$ cat src/rtl/program_counter_16b.sv
// ---------------------------------------------------------------------------
// program_counter_16b
//
// 16-bit 6502 program counter. It sits directly downstream of the
// falling-edge D flip-flop primitives, so all of its state updates on the
// falling edge of clock.
//
// Operations: HOLD, INC, LOAD_LO, LOAD_HI, LOAD_16 and relative BRANCH.
// Opcodes 6 and 7 are reserved and behave as HOLD.
//
// Optional feature macro: PC_BRANCH_FIXUP_EN
//   defined   : a page-crossing BRANCH adds only the offset to PCL, then
//               spends one extra FIXUP cycle adjusting PCH (6502-accurate).
//   undefined : BRANCH adds the sign-extended offset across all 16 bits in
//               one cycle. busy is tied low, and page_cross still pulses.
//
// Parameters:
//   RESET_PC   - PC value after reset (the reset-vector fetch address)
//
// Ports:
//   clock      in   system clock, falling-edge active
//   reset_n    in   synchronous active-low reset
//   op         in   [2:0] operation select
//   data_in    in   [7:0] byte for LOAD_LO/LOAD_HI, signed offset for BRANCH
//   addr_in    in   [15:0] value for LOAD_16
//   pc         out  [15:0] current program counter (registered)
//   busy       out  page-crossing fixup cycle pending
//   page_cross out  one-cycle pulse after a page-crossing BRANCH
// ---------------------------------------------------------------------------
module program_counter_16b #(
  parameter logic [15:0] RESET_PC = 16'hFFFC
) (
  input  logic        clock,
  input  logic        reset_n,
  input  logic [2:0]  op,
  input  logic [7:0]  data_in,
  input  logic [15:0] addr_in,
  output logic [15:0] pc,
  output logic        busy,
  output logic        page_cross
);

  localparam logic [2:0] OP_HOLD    = 3'd0;
  localparam logic [2:0] OP_INC     = 3'd1;
  localparam logic [2:0] OP_LOAD_LO = 3'd2;
  localparam logic [2:0] OP_LOAD_HI = 3'd3;
  localparam logic [2:0] OP_LOAD_16 = 3'd4;
  localparam logic [2:0] OP_BRANCH  = 3'd5;

  // Low-byte branch sum. The carry XOR the offset sign gives a page
  // crossing: a forward offset that carries, or a backward one that does not
  // borrow (no carry out when adding the two's-complement byte).
  logic [8:0]         lo_sum;
  logic               crossing;
  logic signed [15:0] offset_sx;

  always_comb begin
    lo_sum    = {1'b0, pc[7:0]} + {1'b0, data_in};
    crossing  = lo_sum[8] ^ data_in[7];
    offset_sx = {{8{data_in[7]}}, data_in};
  end

`ifdef PC_BRANCH_FIXUP_EN

  typedef enum logic {
    IDLE  = 1'b0,
    FIXUP = 1'b1
  } state_t;

  state_t state;
  logic   dir_back;   // branch direction, captured at the BRANCH edge

  always_ff @(negedge clock) begin
    if (!reset_n) begin
      pc         <= RESET_PC;
      busy       <= 1'b0;
      page_cross <= 1'b0;
      state      <= IDLE;
      dir_back   <= 1'b0;
    end else begin
      case (state)
        IDLE: begin
          busy       <= 1'b0;
          page_cross <= 1'b0;
          case (op)
            OP_INC:     pc        <= pc + 16'd1;
            OP_LOAD_LO: pc[7:0]   <= data_in;
            OP_LOAD_HI: pc[15:8]  <= data_in;
            OP_LOAD_16: pc        <= addr_in;
            OP_BRANCH: begin
              pc[7:0] <= lo_sum[7:0];
              if (crossing) begin
                state      <= FIXUP;
                busy       <= 1'b1;
                page_cross <= 1'b1;
                dir_back   <= data_in[7];
              end
            end
            default:    pc        <= pc;
          endcase
        end
        FIXUP: begin
          // op and data_in are ignored here; PCH wraps naturally mod 256.
          if (dir_back) pc[15:8] <= pc[15:8] - 8'd1;
          else          pc[15:8] <= pc[15:8] + 8'd1;
          state      <= IDLE;
          busy       <= 1'b0;
          page_cross <= 1'b0;
        end
        default: state <= IDLE;
      endcase
    end
  end

`else

  assign busy = 1'b0;

  always_ff @(negedge clock) begin
    if (!reset_n) begin
      pc         <= RESET_PC;
      page_cross <= 1'b0;
    end else begin
      page_cross <= 1'b0;
      case (op)
        OP_INC:     pc       <= pc + 16'd1;
        OP_LOAD_LO: pc[7:0]  <= data_in;
        OP_LOAD_HI: pc[15:8] <= data_in;
        OP_LOAD_16: pc       <= addr_in;
        OP_BRANCH: begin
          pc         <= $unsigned($signed(pc) + offset_sx);
          page_cross <= crossing;
        end
        default:    pc       <= pc;
      endcase
    end
  end

`endif

endmodule
$ cat config.mk
export PLATFORM = sky130hd
export DESIGN_NAME = program_counter_16b
export DESIGN_NICKNAME = d
export VERILOG_FILES = /design/src/rtl/program_counter_16b.sv
export SDC_FILE = /design/constraint.sdc
export NUM_CORES = 1
export LEC_CHECK = 0
export CAP_MARGIN = 20
export CORE_ASPECT_RATIO = 1.2
export CORE_MARGIN = 2
export CORE_UTILIZATION = 40
export DETAILED_ROUTE_END_ITERATION = 6
export HOLD_SLACK_MARGIN = 0.12
export PLACE_DENSITY = 0.66
export SLEW_MARGIN = 20
export SYNTH_ARGS = -nofsm -noshare
export SYNTH_HDL_FRONTEND = slang
export SYNTH_SLANG_ARGS = --single-unit
$ cat constraint.sdc
create_clock -name clock -period 2.5 [get_ports clock]
set_input_delay 0.625 -clock clock [delete_from_list [all_inputs] [get_ports clock]]
set_output_delay 0.625 -clock clock [all_outputs]
set_load 0.02 [all_outputs]
==> qor.txt, run 1 <==
status = finished with violations
failing checks = setup timing
via/cell ratio = 6.055
YS warnings = 0
Avg Cell Area, Syn = 7.320 µm²
Diodes inserted = 0
overall routing resource usage = 32.18%
Setup crit start kind = primary input
final setup vio count = 34
Setup crit end kind = flip-flop
clock sink count = 17
ys flop type = dfxtp_1
worst endpoint required time = 1.47 ns
post-synthesis sequential area ratio = 16.55%
drc violations = 0
PortBufs = 45
hold buffers post-CTS = 0
Initial Util = 41.64%
slack of the worst reg-to-reg path = 0.22 ns
Worst-Skew Late Latency = 0.37 ns
crit path launch = data_in[7]
setup TNS = -13.91 ns
max_slew headroom = 66.65%
Final WS setup = -0.8623 ns
Clock power frac = 21.6%
Sw Ratio = 42.86%
first-pass GRT wire length = 14.55 mm
Die ar. = 5734 µm²
worst r2r src = pc[0]
Synth Area in XOR/XNOR = 8.942%
mux cell area share after synthesis = 1.521%
Inst Count DP = 464
async set-reset flop share out of synthesis = 0%
Slew @ Worst Pin = 0.4939 ns
Synth Cell Area = 2057 µm²
Pre-Repair DR Iteration Count = 5
most used cell, CP = a211oi_2
Final Skew = 0.03582 ns
Die W = 69.46 µm
Pint = 981.7 µW
Layout area overhead = 94.59%
post-synthesis cell count = 281
Critical Path, Cell by Cell = buf_2, buf_6, ha_1, a211oi_2, nor2_1, a211oi_2, o32ai_1, a311o_1
critical setup path kind = primary input to flip-flop
RSZ-0062 raised after global routing = yes
Clock transition at path regs = 0.04 ns
NetSw = 736.3 µW
Hold Crit Class = flip-flop to flip-flop
max-cap violations = 0
Routed Antenna Nets = 0
Synth Area in Adders = 10.71%
Die H = 82.56 µm
RD Place Congestion = 0.9333
# IOs = 47
TritonCTS clock tree = yes
routed len/inst = 19.08 µm
initial DRC count = 271
Yosys reg bits = 17
hold slack = 0.6382 ns
EDFF count, synth = 0
DRT Wirelength = 9.694 mm
crit path max fanout = 6
leakage power = 1.772 nW
antenna violations before repair = 0
H-tree level count = 1
Buf+Inv Stages, Crit Path = 2
Cell variety after synth = 59
Bufs on Longest Clock Path = 2
arrival time at the worst endpoint = 2.33 ns
CTS buffer count = 3
CP peak stage delay = 0.34 ns
vias = 3076
fin nets = 495
Comb pwr share = 59.8%
Core Area = 4940 µm²
Root Buffer = clkbuf_8
share of post-route cells with drive strength above 1 = 48.66%
row count = 28
Simple-Gate Fraction of Synth Area = 20.32%
dpl hpwl = 6.412 mm
pwr dens = 429.2 nW/µm²
syn nets = 327
largest net degree at the start of global routing = 12
slowest CP cell = ha_1
post-synthesis compound-gate area fraction = 36.31%
Seq pwr share = 18.6%
maximum vdd drop = 0.2989 mV
largest family of logic cells by synthesized area = compound AO/OA/AOI/OAI gates
total gr overflow = 0
via count of the first global-routing pass = 3094
delay-heaviest family, CP = compound AO/OA/AOI/OAI gates
Post-Layout Cell Count = 508
Final Hold Viols = 0
Final Max Slew Viols = 0
HP Start = pc[1]
## per-layer routing
layer | vias to the layer above | global-route usage, % | wire (µm)
met5 | - | 0 | 0
met4 | 0 | 24.51 | 659
met3 | 70 | 5.461 | 709
met2 | 202 | 59.33 | 4783
met1 | 1415 | 33.04 | 3541
li1 | 1389 | - | -
## cell usage after synthesis (2+ instances only)
| master | number | share of area [%] |
|---|---|---|
| xor2_1 | 10 | 4.3 |
| ha_1 | 16 | 9.7 |
| o211ai_1 | 3 | 1.1 |
| o21ai_0 | 20 | 4.9 |
| a21boi_0 | 2 | 0.73 |
| nor3b_1 | 2 | 0.73 |
| a31oi_1 | 4 | 1.2 |
| o2111ai_1 | 2 | 0.85 |
| a211oi_1 | 5 | 1.8 |
| xnor2_1 | 11 | 4.7 |
| or3_1 | 2 | 0.61 |
| nor2b_1 | 6 | 1.8 |
| a21oi_1 | 37 | 9.0 |
| o221ai_1 | 4 | 1.7 |
| clkbuf_1 | 7 | 1.3 |
| nor2_1 | 27 | 4.9 |
| nand2_1 | 15 | 2.7 |
| nand2b_1 | 6 | 1.8 |
| inv_1 | 13 | 2.4 |
| buf_2 | 3 | 0.73 |
| o21ai_2 | 2 | 0.85 |
| nor3_1 | 5 | 1.2 |
| nand3_1 | 7 | 1.7 |
| dfxtp_1 | 17 | 17 |
| a21o_1 | 4 | 1.5 |
| mux2i_1 | 2 | 0.97 |
| and3_1 | 3 | 0.91 |
| nand4_1 | 5 | 1.5 |
| a221o_1 | 3 | 1.5 |
| o31ai_1 | 3 | 1.1 |
| o22ai_1 | 7 | 2.1 |
## kinds of logic after synthesis
family                   count (synthesis)
AO/OA/AOI/OAI                          112
AND/OR/NAND/NOR                         84
buffers and inverters                   26
XOR/XNOR                                21
adder cells (fa/ha/maj)                 17
flip-flops                              17
multiplexers                             3
other                                    1
## timing repair
item,in CTS,in global routing
setup endpoints to repair,34,34
resized for setup,217,17
buffers inserted,17,10
endpoints found under the hold margin,0,0
pin swaps,44,35
## state kept, by name, indices dropped and copies added, names as in the netlist
name and cells:
pc 16, page_cross 1
## worst min-delay path, cell delays in order, from the launching register on
cell and delay [ns]:
dfxtp_2 0.32, buf_4 0.14, a21oi_1 0.07, nor2_1 0.07
## metrics by stage
stage	instance area, µm²	worst slack (ns)	util, %	power, mW
final	4003	-0.8623	81.03	1.718
after detailed placement	3343	-1.783	67.68	1.166
after global routing	4003	-0.9181	81.03	1.799
after CTS	3850	-0.8716	77.94	1.609
after global placement	3343	-1.732	67.68	1.152
after floorplan	2218	-1.002	-	0.7986
## cells in the final DEF, fill, tap and decap left out, types with 4 or more instances in the layout
cell type and count:
buf_4 100, buf_6 32, inv_1 28, a21oi_1 26, nor2_1 26, clkdlybuf4s50_1 17
dfxtp_2 16, nand2_1 13, o21ai_0 11, ha_4 10, xnor2_1 9, o21ai_1 9
a21oi_2 8, xor2_1 8, nand3_1 6, nand2b_1 6, ha_1 6, o22ai_1 5
nand4_1 5, nor3_1 4, nor2b_1 4, o221ai_1 4, a21o_1 4, a211oi_2 4
buf_2 4
## power groups by stage
| stage | combinational [mW] | clock, mW | sequential [mW] |
|---|---|---|---|
| finish | 1.03 | 0.372 | 0.319 |
| global route | 1.08 | 0.395 | 0.320 |
| CTS | 0.926 | 0.364 | 0.318 |
| detailed placement | 0.810 | 0.0441 | 0.313 |
| global placement | 0.795 | 0.0441 | 0.312 |
| floorplan | 0.392 | 0.0441 | 0.363 |
## worst paths after layout
path | cells after the start | end
worst max-delay path | 8 | pc[14]
worst max register to register | 9 | pc[14]
worst min-delay path | 3 | pc[1]
worst min register to register | 3 | pc[1]
## area by class of cell
type	count	area [µm²]
inverter	13	48.80
tap	60	75.07
fill	316	937.1
clock buffer	3	41.29
clock inverter	18	72.57
timing repair buffer	159	1386
multi-input combinational	238	2018
sequential	17	360.3
Note: power is estimated with default switching activity, not from simulation.
==> inputs of run 2 (changes only) <==
--- a/config.mk
+++ b/config.mk
@@ -9,9 +9,10 @@
 export CORE_ASPECT_RATIO = 1.2
 export CORE_MARGIN = 2
 export CORE_UTILIZATION = 40
+export CTS_CLUSTER_DIAMETER = 100
 export DETAILED_ROUTE_END_ITERATION = 6
 export HOLD_SLACK_MARGIN = 0.12
-export PLACE_DENSITY = 0.66
+export PLACE_DENSITY = 0.63
 export SLEW_MARGIN = 20
 export SYNTH_ARGS = -nofsm -noshare
 export SYNTH_HDL_FRONTEND = slang
==> constraint.sdc (replaced) <==
create_clock -name clock -period 3.9 [get_ports clock]
set_input_delay 0.975 -clock clock [delete_from_list [all_inputs] [get_ports clock]]
set_output_delay 0.975 -clock clock [all_outputs]
set_load 0.02 [all_outputs]
==> run 2 against run 1 <==
  * The run still ends with setup timing left
  * Utilization is 3.9 points lower
  * Critical path depth rose by 2
  * Clock-buffer cell count unchanged
  * Power shrank 35%
  * Sequential cell count unchanged
  * First-iteration DRC count fell by 33%
  * Worst setup slack better by 0.37 ns
  * Cell area is 4.8% lower
  * Sequential share of layout area decreased by 0.076 points
  * Hold slack got worse by 0.0010 ns
  * Clock power is 19% lower
  * Critical endpoint unchanged
  * Highest routed layer unchanged
==> qor.txt, run 2 (synthesized netlist as in run 1, its figures left out) <==
Die H = 82.56 µm (unchanged)
Max Used Layer = met4 (unchanged)
Diodes inserted = 0 (unchanged)
RD Place Congestion = 0.9607 (was 0.9333)
fin nets = 482 (was 495)
failing checks = setup timing (unchanged)
pwr dens = 292.5 nW/µm² (was 429.2 nW/µm²)
Worst-Skew Late Latency = 0.37 ns (about the same)
largest net degree at the start of global routing = 16 (was 12)
delay-heaviest family, CP = compound AO/OA/AOI/OAI gates (unchanged)
dpl cell area = 3308 µm² (was 3343 µm²)
arrival time at the worst endpoint = 2.68 ns (was 2.33 ns)
Core Area = 4940 µm² (unchanged)
Root Buffer = clkbuf_8 (unchanged)
final setup vio count = 15 (was 34)
dpl hpwl = 6.242 mm (was 6.412 mm)
Comb pwr share = 55.1% (was 59.8%)
slowest CP cell = a211oi_4 (was ha_1)
initial DRC count = 182 (was 271)
Hold Crit Class = flip-flop to flip-flop (unchanged)
clock sink count = 17 (unchanged)
crit path launch = data_in[0] (was data_in[7])
overall routing resource usage = 30.19% (was 32.18%)
first-pass GRT wire length = 13.48 mm (was 14.55 mm)
Die W = 69.46 µm (unchanged)
status = finished with violations (unchanged)
hold buffers post-CTS = 0 (unchanged)
max-cap violations = 0 (unchanged)
H-tree level count = 1 (unchanged)
Critical Path, Cell by Cell = buf_6, ha_4, inv_2, fa_2, nor2b_4, o2111ai_4, nand3_4, a211oi_4, o32ai_2, a311o_1 (was buf_2, buf_6, ha_1, a211oi_2, nor2_1, a211oi_2, o32ai_1, a311o_1)
vias = 2950 (was 3076)
critical setup path kind = primary input to flip-flop (unchanged)
routed len/inst = 18.56 µm (was 19.08 µm)
row count = 28 (unchanged)
slack of the worst reg-to-reg path = 1.62 ns (was 0.22 ns)
RR Endpoint = pc[14] (unchanged)
Layout area overhead = 85.34% (was 94.59%)
largest register by flop count = pc (unchanged)
Post-Layout Cell Count = 495 (was 508)
top flop regs = pc (16), page_cross (1) (unchanged)
NetSw = 457.5 µW (was 736.3 µW)
commonest non-fill, non-tap cell in the layout = buf_4 (unchanged)
share of post-route cells with drive strength above 1 = 42.99% (was 48.66%)
Initial Util = 41.64% (unchanged)
Clock transition at path regs = 0.05 ns (was 0.04 ns)
Setup crit start kind = primary input (unchanged)
total gr overflow = 0 (unchanged)
Bufs on Longest Clock Path = 2 (unchanged)
Final WS setup = -0.4950 ns (was -0.8623 ns)
Seq pwr share = 17.7% (was 18.6%)
Sw Ratio = 41.02% (was 42.86%)
Final Max Slew Viols = 0 (unchanged)
Pint = 657.7 µW (was 981.7 µW)
CP Capture Point = pc[14] (unchanged)
leakage power = 1.686 nW (was 1.772 nW)
Buf+Inv Stages, Crit Path = 2 (unchanged)
FF-to-FF path depth = 9 (unchanged)
drc violations = 0 (unchanged)
most frequent cells in the layout = buf_4, a21oi_1, inv_1 (was buf_4, buf_6, inv_1)
max reg flops = 16 (unchanged)
Crit. path cell count = 10 (was 8)
PortBufs = 45 (unchanged)
setup TNS = -5.484 ns (was -13.91 ns)
Finished Cell Area = 3812 µm² (was 4003 µm²)
Clock power frac = 27.2% (was 21.6%)
Inst Count DP = 461 (was 464)
worst r2r src = pc[0] (unchanged)
TritonCTS clock tree = yes (unchanged)
WL met2 = 4.694 mm (was 4.783 mm)
DRT met1 WL = 3.389 mm (was 3.541 mm)
met3 routed WL = 500 µm (was 709 µm)
CTS buffer count = 3 (unchanged)
via/cell ratio = 5.960 (was 6.055)
CP peak stage delay = 0.28 ns (was 0.34 ns)
via count of the first global-routing pass = 2877 (was 3094)
Final Hold Viols = 0 (unchanged)
Die ar. = 5734 µm² (unchanged)
fin util = 77.18% (was 81.03%)
Routed Antenna Nets = 0 (unchanged)
antenna violations before repair = 0 (unchanged)
DRT Wirelength = 9.185 mm (was 9.694 mm)
crit path max fanout = 3 (was 6)
Setup crit end kind = flip-flop (unchanged)
Pre-Repair DR Iteration Count = 6 (was 5)
# IOs = 47 (unchanged)
worst endpoint required time = 2.19 ns (was 1.47 ns)
Final Skew = 0.03111 ns (was 0.03582 ns)
RSZ-0062 raised after global routing = yes (unchanged)
maximum vdd drop = 0.2317 mV (was 0.2989 mV)
==> run 2: changes by cell type in the layout (fill, tap and decap cells not counted), sizes merged <==
cell           before  now
buf               140  117
clkbuf              3   10
clkdlybuf4s15       1    5
bufinv              0    1
clkinv              2    1
dlygate4sd2         1    0
==> run 2: worst min path at each step <==
stage                     cells past startpoint  endpoint   start  slack, ns
after floorplan                               2    pc[11]  pc[11]       0.66
after global placement                        3     pc[3]   pc[3]       0.61
after detailed placement                      3     pc[1]   pc[1]       0.63
after CTS                                     3     pc[3]   pc[3]       0.64
after global routing                          3     pc[3]   pc[3]       0.68
final                                         3     pc[1]   pc[1]       0.64
==> run 2: cell type report <==
class | instances | area [µm²]
Multi-Input combinational cell | 238 | 1999
Tap cell | 60 | 75.07
Inverter | 13 | 48.80
Timing Repair Buffer | 146 | 1214
Sequential cell | 17 | 340.3
Clock inverter | 18 | 93.84
Clock buffer | 3 | 41.29
Fill cell | 389 | 1127
==> run 2: stage by stage <==
step / power (mW) / hold WS [ns] / setup slack [ns]
3_5_place_dp: 0.7414 / 0.6272 / -1.333
6_report: 1.115 / 0.6371 / -0.4950
2_1_floorplan: 0.5113 / 0.6575 / -0.6519
5_1_grt: 1.180 / 0.6799 / -0.5392
3_3_place_gp: 0.7351 / 0.6126 / -1.261
4_1_cts: 1.062 / 0.6406 / -0.5202
==> run 2: power groups by stage <==
stage / clock, mW / sequential [mW] / combinational (mW)
final: 0.303 / 0.197 / 0.615
after floorplan: 0.0283 / 0.233 / 0.250
after global placement: 0.0283 / 0.199 / 0.507
after CTS: 0.303 / 0.197 / 0.562
after detailed placement: 0.0283 / 0.200 / 0.513
after global routing: 0.328 / 0.199 / 0.653
==> run 2: layer usage <==
metal	vias up	global-route usage, %
met5	-	0
met4	0	23.14
met3	53	5.825
met2	159	55.58
met1	1381	30.57
li1	1357	-
==> run 2: repair_timing <==
item / in CTS / in global routing
setup buffers: 8 / 8
pin swaps: 39 / 30
resized for setup: 129 / 37
endpoints found under the setup margin: 34 / 30
==> run 2: worst min-delay path, cell delays in order, from the launching register on <==
cell     delay, ns
dfxtp_1       0.31
buf_4         0.15
a21oi_1       0.07
nor2_1        0.07
